**src/rtl/sw_debouncer.sv**
```systemverilog
// ----------------------------------------------------------------------------
// sw_debouncer
//
// Conditions the raw slide-switch bus before it reaches the LED shift-register
// top level. Each switch bit goes through a two-flop synchronizer and then
// through its own counter-based debouncer. A bit's new level is accepted only
// after the synchronized input has disagreed with the accepted level for
// DEBOUNCE_LIMIT consecutive cycles. Any bounce back to the accepted level
// restarts the hold window from zero.
//
// Ports:
//   clock        in   1      system clock, all state updates on rising edge
//   i_reset      in   1      synchronous, active-high reset
//   i_sw         in   NB_SW  raw asynchronous switch inputs
//   o_sw         out  NB_SW  debounced, stable switch vector
//   o_sw_rise    out  NB_SW  per-bit one-cycle pulse on an o_sw 0->1 change
//   o_sw_fall    out  NB_SW  per-bit one-cycle pulse on an o_sw 1->0 change
//   o_sw_change  out  1      one-cycle pulse when any bit rises or falls
//
// Parameters:
//   NB_SW           number of switch bits conditioned
//   NB_COUNTER      width of each per-bit debounce counter
//   DEBOUNCE_LIMIT  hold time in cycles, legal range 1 .. 2**NB_COUNTER-1
// ----------------------------------------------------------------------------
module sw_debouncer #(
    parameter int NB_SW          = 4,
    parameter int NB_COUNTER     = 14,
    parameter int DEBOUNCE_LIMIT = 10000
) (
    input  logic             clock,
    input  logic             i_reset,
    input  logic [NB_SW-1:0] i_sw,
    output logic [NB_SW-1:0] o_sw,
    output logic [NB_SW-1:0] o_sw_rise,
    output logic [NB_SW-1:0] o_sw_fall,
    output logic             o_sw_change
);

    // Counter value on the last cycle of the hold window. Reaching it while
    // the input still disagrees commits the new level on this edge, so the
    // counter never needs to count past it and cannot wrap.
    localparam logic [NB_COUNTER-1:0] LAST_COUNT = NB_COUNTER'(DEBOUNCE_LIMIT - 1);
    localparam logic [NB_COUNTER-1:0] COUNT_ONE  = NB_COUNTER'(1);

    logic [NB_SW-1:0]      syncFirst_q;
    logic [NB_SW-1:0]      syncSecond_q;

    logic [NB_SW-1:0]      stable_q;
    logic [NB_SW-1:0]      stable_d;
    logic [NB_SW-1:0]      rise_q;
    logic [NB_SW-1:0]      rise_d;
    logic [NB_SW-1:0]      fall_q;
    logic [NB_SW-1:0]      fall_d;
    logic [NB_COUNTER-1:0] count_q [NB_SW];
    logic [NB_COUNTER-1:0] count_d [NB_SW];

    // Two-flop synchronizer. The first stage may go metastable; only the
    // second stage is ever looked at by the debounce logic.
    always_ff @(posedge clock) begin
        if (i_reset) begin
            syncFirst_q  <= '0;
            syncSecond_q <= '0;
        end else begin
            syncFirst_q  <= i_sw;
            syncSecond_q <= syncFirst_q;
        end
    end

    // Per-bit debounce decision. A bit whose synchronized input agrees with
    // the accepted level just keeps its counter at zero. A disagreeing bit
    // counts up, and on the last count of the window it takes the new level
    // and raises the rise or fall strobe that matches the direction. Strobes
    // default low, so they last exactly one cycle.
    always_comb begin
        stable_d = stable_q;
        rise_d   = '0;
        fall_d   = '0;
        for (int b = 0; b < NB_SW; b++) begin
            count_d[b] = count_q[b];
            if (syncSecond_q[b] == stable_q[b]) begin
                count_d[b] = '0;
            end else if (count_q[b] == LAST_COUNT) begin
                stable_d[b] = syncSecond_q[b];
                count_d[b]  = '0;
                rise_d[b]   = syncSecond_q[b];
                fall_d[b]   = ~syncSecond_q[b];
            end else begin
                count_d[b] = count_q[b] + COUNT_ONE;
            end
        end
    end

    // Debounce state registers. Reset wipes any count in progress so every
    // bit restarts from an accepted level of 0.
    always_ff @(posedge clock) begin
        if (i_reset) begin
            stable_q <= '0;
            rise_q   <= '0;
            fall_q   <= '0;
            for (int b = 0; b < NB_SW; b++) begin
                count_q[b] <= '0;
            end
        end else begin
            stable_q <= stable_d;
            rise_q   <= rise_d;
            fall_q   <= fall_d;
            for (int b = 0; b < NB_SW; b++) begin
                count_q[b] <= count_d[b];
            end
        end
    end

    // The change pulse is derived from the registered strobes, so it lines up
    // with them and is a single pulse even when several bits move together.
    always_comb begin
        o_sw        = stable_q;
        o_sw_rise   = rise_q;
        o_sw_fall   = fall_q;
        o_sw_change = |(rise_q | fall_q);
    end

endmodule
```
**config.mk**
```make
export PLATFORM = sky130hd
export DESIGN_NAME = sw_debouncer
export DESIGN_NICKNAME = d
export VERILOG_FILES = /design/src/rtl/sw_debouncer.sv
export SDC_FILE = /design/constraint.sdc
export NUM_CORES = 1
export LEC_CHECK = 0
export BUFFER_PORTS_ARGS = -buffer_cell sky130_fd_sc_hd__buf_2
export CELL_PAD_IN_SITES_DETAIL_PLACEMENT = 1
export CELL_PAD_IN_SITES_GLOBAL_PLACEMENT = 2
export CORE_MARGIN = 1
export CORE_UTILIZATION = 32
export DETAILED_ROUTE_END_ITERATION = 8
export PLACE_DENSITY = 0.65
export SYNTH_ARGS = -nofsm -noshare
export SYNTH_HDL_FRONTEND = slang
export SYNTH_SLANG_ARGS = --single-unit
```
**constraint.sdc**
```tcl
create_clock -name clock -period 2.15 [get_ports clock]
set_clock_uncertainty 0.05 [all_clocks]
set_input_delay 0.1075 -clock clock [delete_from_list [all_inputs] [get_ports clock]]
set_output_delay 0.1075 -clock clock [all_outputs]
set_load 0.02 [all_outputs]
```
==> results.py <==
metrics = {
    "outcome": {
        "status": "finished clean",
    },
    "sta": {
        "fin_crit_ns": 2.015,
        "setup_violations": 0,
        "hold_viol_final": 0,
        "slew-limit-headroom_pct": 69.68,
        "tns_ns": 0,
        "rsz0062_at_grt": "no",
        "holdWs_ns": 0.05297,
        "fmax_mhz": 496.4,
        "min_period_over_period_pct": 93.70,
        "tightest_slew_ns": 0.4507,
        "finalMaxSlewViolations": 0,
    },
    "floorplan": {
        "dieArea_um2": 10230,
        "ios": 19,
        "fp.dieH_um": 101.1,
        "chipWidth_um": 101.1,
        "placeableCoreArea_um2": 9371,
        "num_rows": 35,
        "start_util_pct": 33.56,
    },
    "worst_setup_path": {
        "endpoint_kind": "flip-flop",
        "startpoint_type": "flip-flop",
        "crit_fanout": 13,
        "cpPeakStageDelay_ns": 0.72,
        "arrival_ns": 2.21,
        "crit_slowest_cell": "or4_1",
        "path_cells": "or4b_1, or4_1, nand2_4, nor2_1",
        "crit_family": "simple AND/OR/NAND/NOR gates",
        "worstPathRequired_ns": 2.35,
        "crit_type": "flip-flop to flip-flop",
        "reg2reg_slack_ns": 0.14,
        "path_buf_inv": 0,
    },
    "routing": {
        "wl_per_cell_um": 12.68,
        "drt_wl_total_um": 6291,
        "drc_errors": 0,
        "dr.first_iter.drc_count": 32,
        "vias": 2213,
        "avgViaCountPerCell": 4.462,
        "ant_nets": 0,
        "dr.pass1.iters": 3,
    },
    "hold_path": {
        "hp-class": "input pin to flip-flop",
    },
    "synthesis": {
        "synth_seq_cells": 76,
        "netlist.area_leader.share_pct": 48.37,
        "avgSynthCellArea_um2": 9.532,
        "yosys.area.top_type": "dfxtp_1",
        "yosysUniqueCellTypes": 31,
        "ys_seq_area_share_pct": 48.37,
        "synth_area_leaders": "dfxtp_1 48%, xnor2_1 13%, nor2_1 8.1%, nor4_1 3.0%, nand3_1 2.4%",
        "syn_area_um2": 3146,
        "yosysWarnings": 0,
        "synth_cells": 330,
        "synth-edff-count": 0,
        "async_reset_ff_share_pct": 0,
        "synth.net_count": 340,
        "synthFlopType": "dfxtp_1",
    },
    "clocking": {
        "clockBufferDepth": 2,
        "cts.sinks": 76,
        "cts_tree": "done",
        "worst_skew_pair.late_latency_ns": 0.36,
        "cts_setup_buffers": 0,
        "h-tree-depth": 3,
        "clk_pin_slew_ns": 0.08,
        "cts-buffers-inserted": 9,
        "cts-root-buf": "clkbuf_8",
    },
    "global_routing": {
        "grtUsageTotal_pct": 14.01,
        "grt_pass1_vias": 2222,
        "grt_overflow": 0,
        "grt_max_degree": 15,
        "antenna_found_initial": 0,
        "grt_pass1_wl_um": 10740,
    },
    "power_and_ir_drop": {
        "p_leak_uw": 0.001178,
        "pwr-share-seq_pct": 52.6,
        "internal-power_uw": 2146,
        "clkPwrFrac_pct": 45.8,
        "switching_power_uw": 559.0,
        "max-vdd-ir-drop_mv": 0.3936,
        "swShare_pct": 20.67,
        "p_per_area_nw_per_um2": 737.5,
        "comb_power_share_pct": 1.6,
    },
    "placement": {
        "portBuffers": 18,
        "gp_congestion": 0.7123,
        "dpl.hpwl_um": 4402,
    },
    "layout": {
        "area_growth_pct": 16.59,
        "nNetsFinal": 373,
        "drive_gt1_share_pct": 14.44,
        "num_antenna_cells": 0,
    },
    "run": {
        "maxCapViolCount": 0,
    },
}
==> registers in the layout, summed over array words and instances, names as in the netlist <==
register / count
count_q: 56
o_sw: 4
o_sw_fall: 4
o_sw_rise: 4
syncFirst_q: 4
syncSecond_q: 4
==> power by group through the flow <==
stage                     clock network, µW  logic, µW  registers [µW]
after floorplan                           0       28.1            1450
after global placement                    0       39.3            1460
after CTS                              1280       45.5            1420
final                                  1240       44.1            1420
after global routing                   1360       48.8            1420
after detailed placement                  0       39.9            1460
==> layer usage <==
layer | share of wire [%] | track usage (%)
met5 | 0 | 0
met2 | 45 | 21.87
met3 | 3.6 | 5.245
met1 | 50 | 17.19
met4 | 1.7 | 6.355
==> worst paths after layout <==
kind	startpoint	end	cells after the start
min reg2reg	syncFirst_q[0]$_SDFF_PP0_	syncSecond_q[0]$_SDFF_PP0_	1
max	count_q[2][7]$_SDFF_PP0_	count_q[2][7]$_SDFF_PP0_	4
min	i_reset	o_sw[2]$_SDFFE_PP0P_	2
max reg2reg	count_q[2][7]$_SDFF_PP0_	count_q[2][7]$_SDFF_PP0_	4
==> through the flow <==
stage | utilization (%) | power [µW] | cell area, µm² | setup slack [ns] | instances
floorplan | - | 1482 | 3146 | 0.2791 | 330
global placement | 36.32 | 1494 | 3403 | 0.1590 | 477
detailed placement | 36.32 | 1496 | 3403 | 0.1086 | 477
CTS | 39.13 | 2748 | 3667 | 0.09593 | 496
global route | 39.13 | 2828 | 3667 | 0.03552 | 496
finish | 39.13 | 2705 | 3667 | 0.1354 | 496
==> cell type report <==
cell class / count / area (µm²)
Tap cell: 129 / 161.4
Sequential cell: 76 / 1521
Inverter: 13 / 48.80
Fill cell: 1119 / 5704
Timing Repair Buffer: 32 / 217.7
Clock buffer: 11 / 151.4
Multi-Input combinational cell: 231 / 1494
Clock inverter: 4 / 72.57
==> synthesized netlist by cell type, types with 2 or more instances <==
master and n:
dfxtp_1 76, nor2_1 68, xnor2_1 45, nand3_1 15
nor4_1 15, inv_1 13, nand2_1 13, nor3_1 13
nand4_1 10, nor2b_1 10, xor2_1 7, and3b_1 4
ha_1 4, mux2i_1 4, or4b_1 4, buf_6 3
or3_1 3, or4_1 3, buf_2 2, buf_4 2
clkbuf_1 2, nand2_4 2, nor4_2 2, nor4b_2 2
nor4b_4 2
==> what timing repair did <==
| item | in CTS | in global routing |
|---|---|---|
| endpoints found under the hold margin | 4 | 0 |
| setup endpoints to repair | 0 | 0 |
| resized for setup | 0 | 0 |
| hold buffers | 4 | 0 |
==> cells in the final DEF, fill, tap and decap left out, types with 2 or more instances in the layout <==
cell type | synthesis | routed
buf_4 | 2 | 9
nor3_1 | 13 | 13
clkbuf_8 | 0 | 11
dfxtp_1 | 76 | 76
nand4_1 | 10 | 10
nor4_1 | 15 | 15
buf_2 | 2 | 18
xnor2_1 | 45 | 45
dlygate4sd3_1 | 0 | 4
nor2_1 | 68 | 68
or4_1 | 3 | 3
nand2_4 | 2 | 2
nor4b_4 | 2 | 2
nand3_1 | 15 | 15
and3b_1 | 4 | 4
bufinv_16 | 0 | 2
nor2b_1 | 10 | 10
ha_1 | 4 | 4
mux2i_1 | 4 | 4
or3_1 | 3 | 3
or4b_1 | 4 | 4
inv_1 | 13 | 13
xor2_1 | 7 | 7
nor4b_2 | 2 | 2
nand2_1 | 13 | 13
nor4_2 | 2 | 2
==> cell families (layout without fill, tap and decap cells) <==
group | after synthesis | count (layout) | share of synthesized area [%]
multiplexers | 4 | 4 | 1.273
adder cells (fa/ha/maj) | 4 | 4 | 1.591
AND/OR/NAND/NOR | 171 | 171 | 30.15
flip-flops | 76 | 76 | 48.37
buffers and inverters | 23 | 60 | 4.137
XOR/XNOR | 52 | 52 | 14.48
Note: power is estimated with default switching activity, not from simulation.
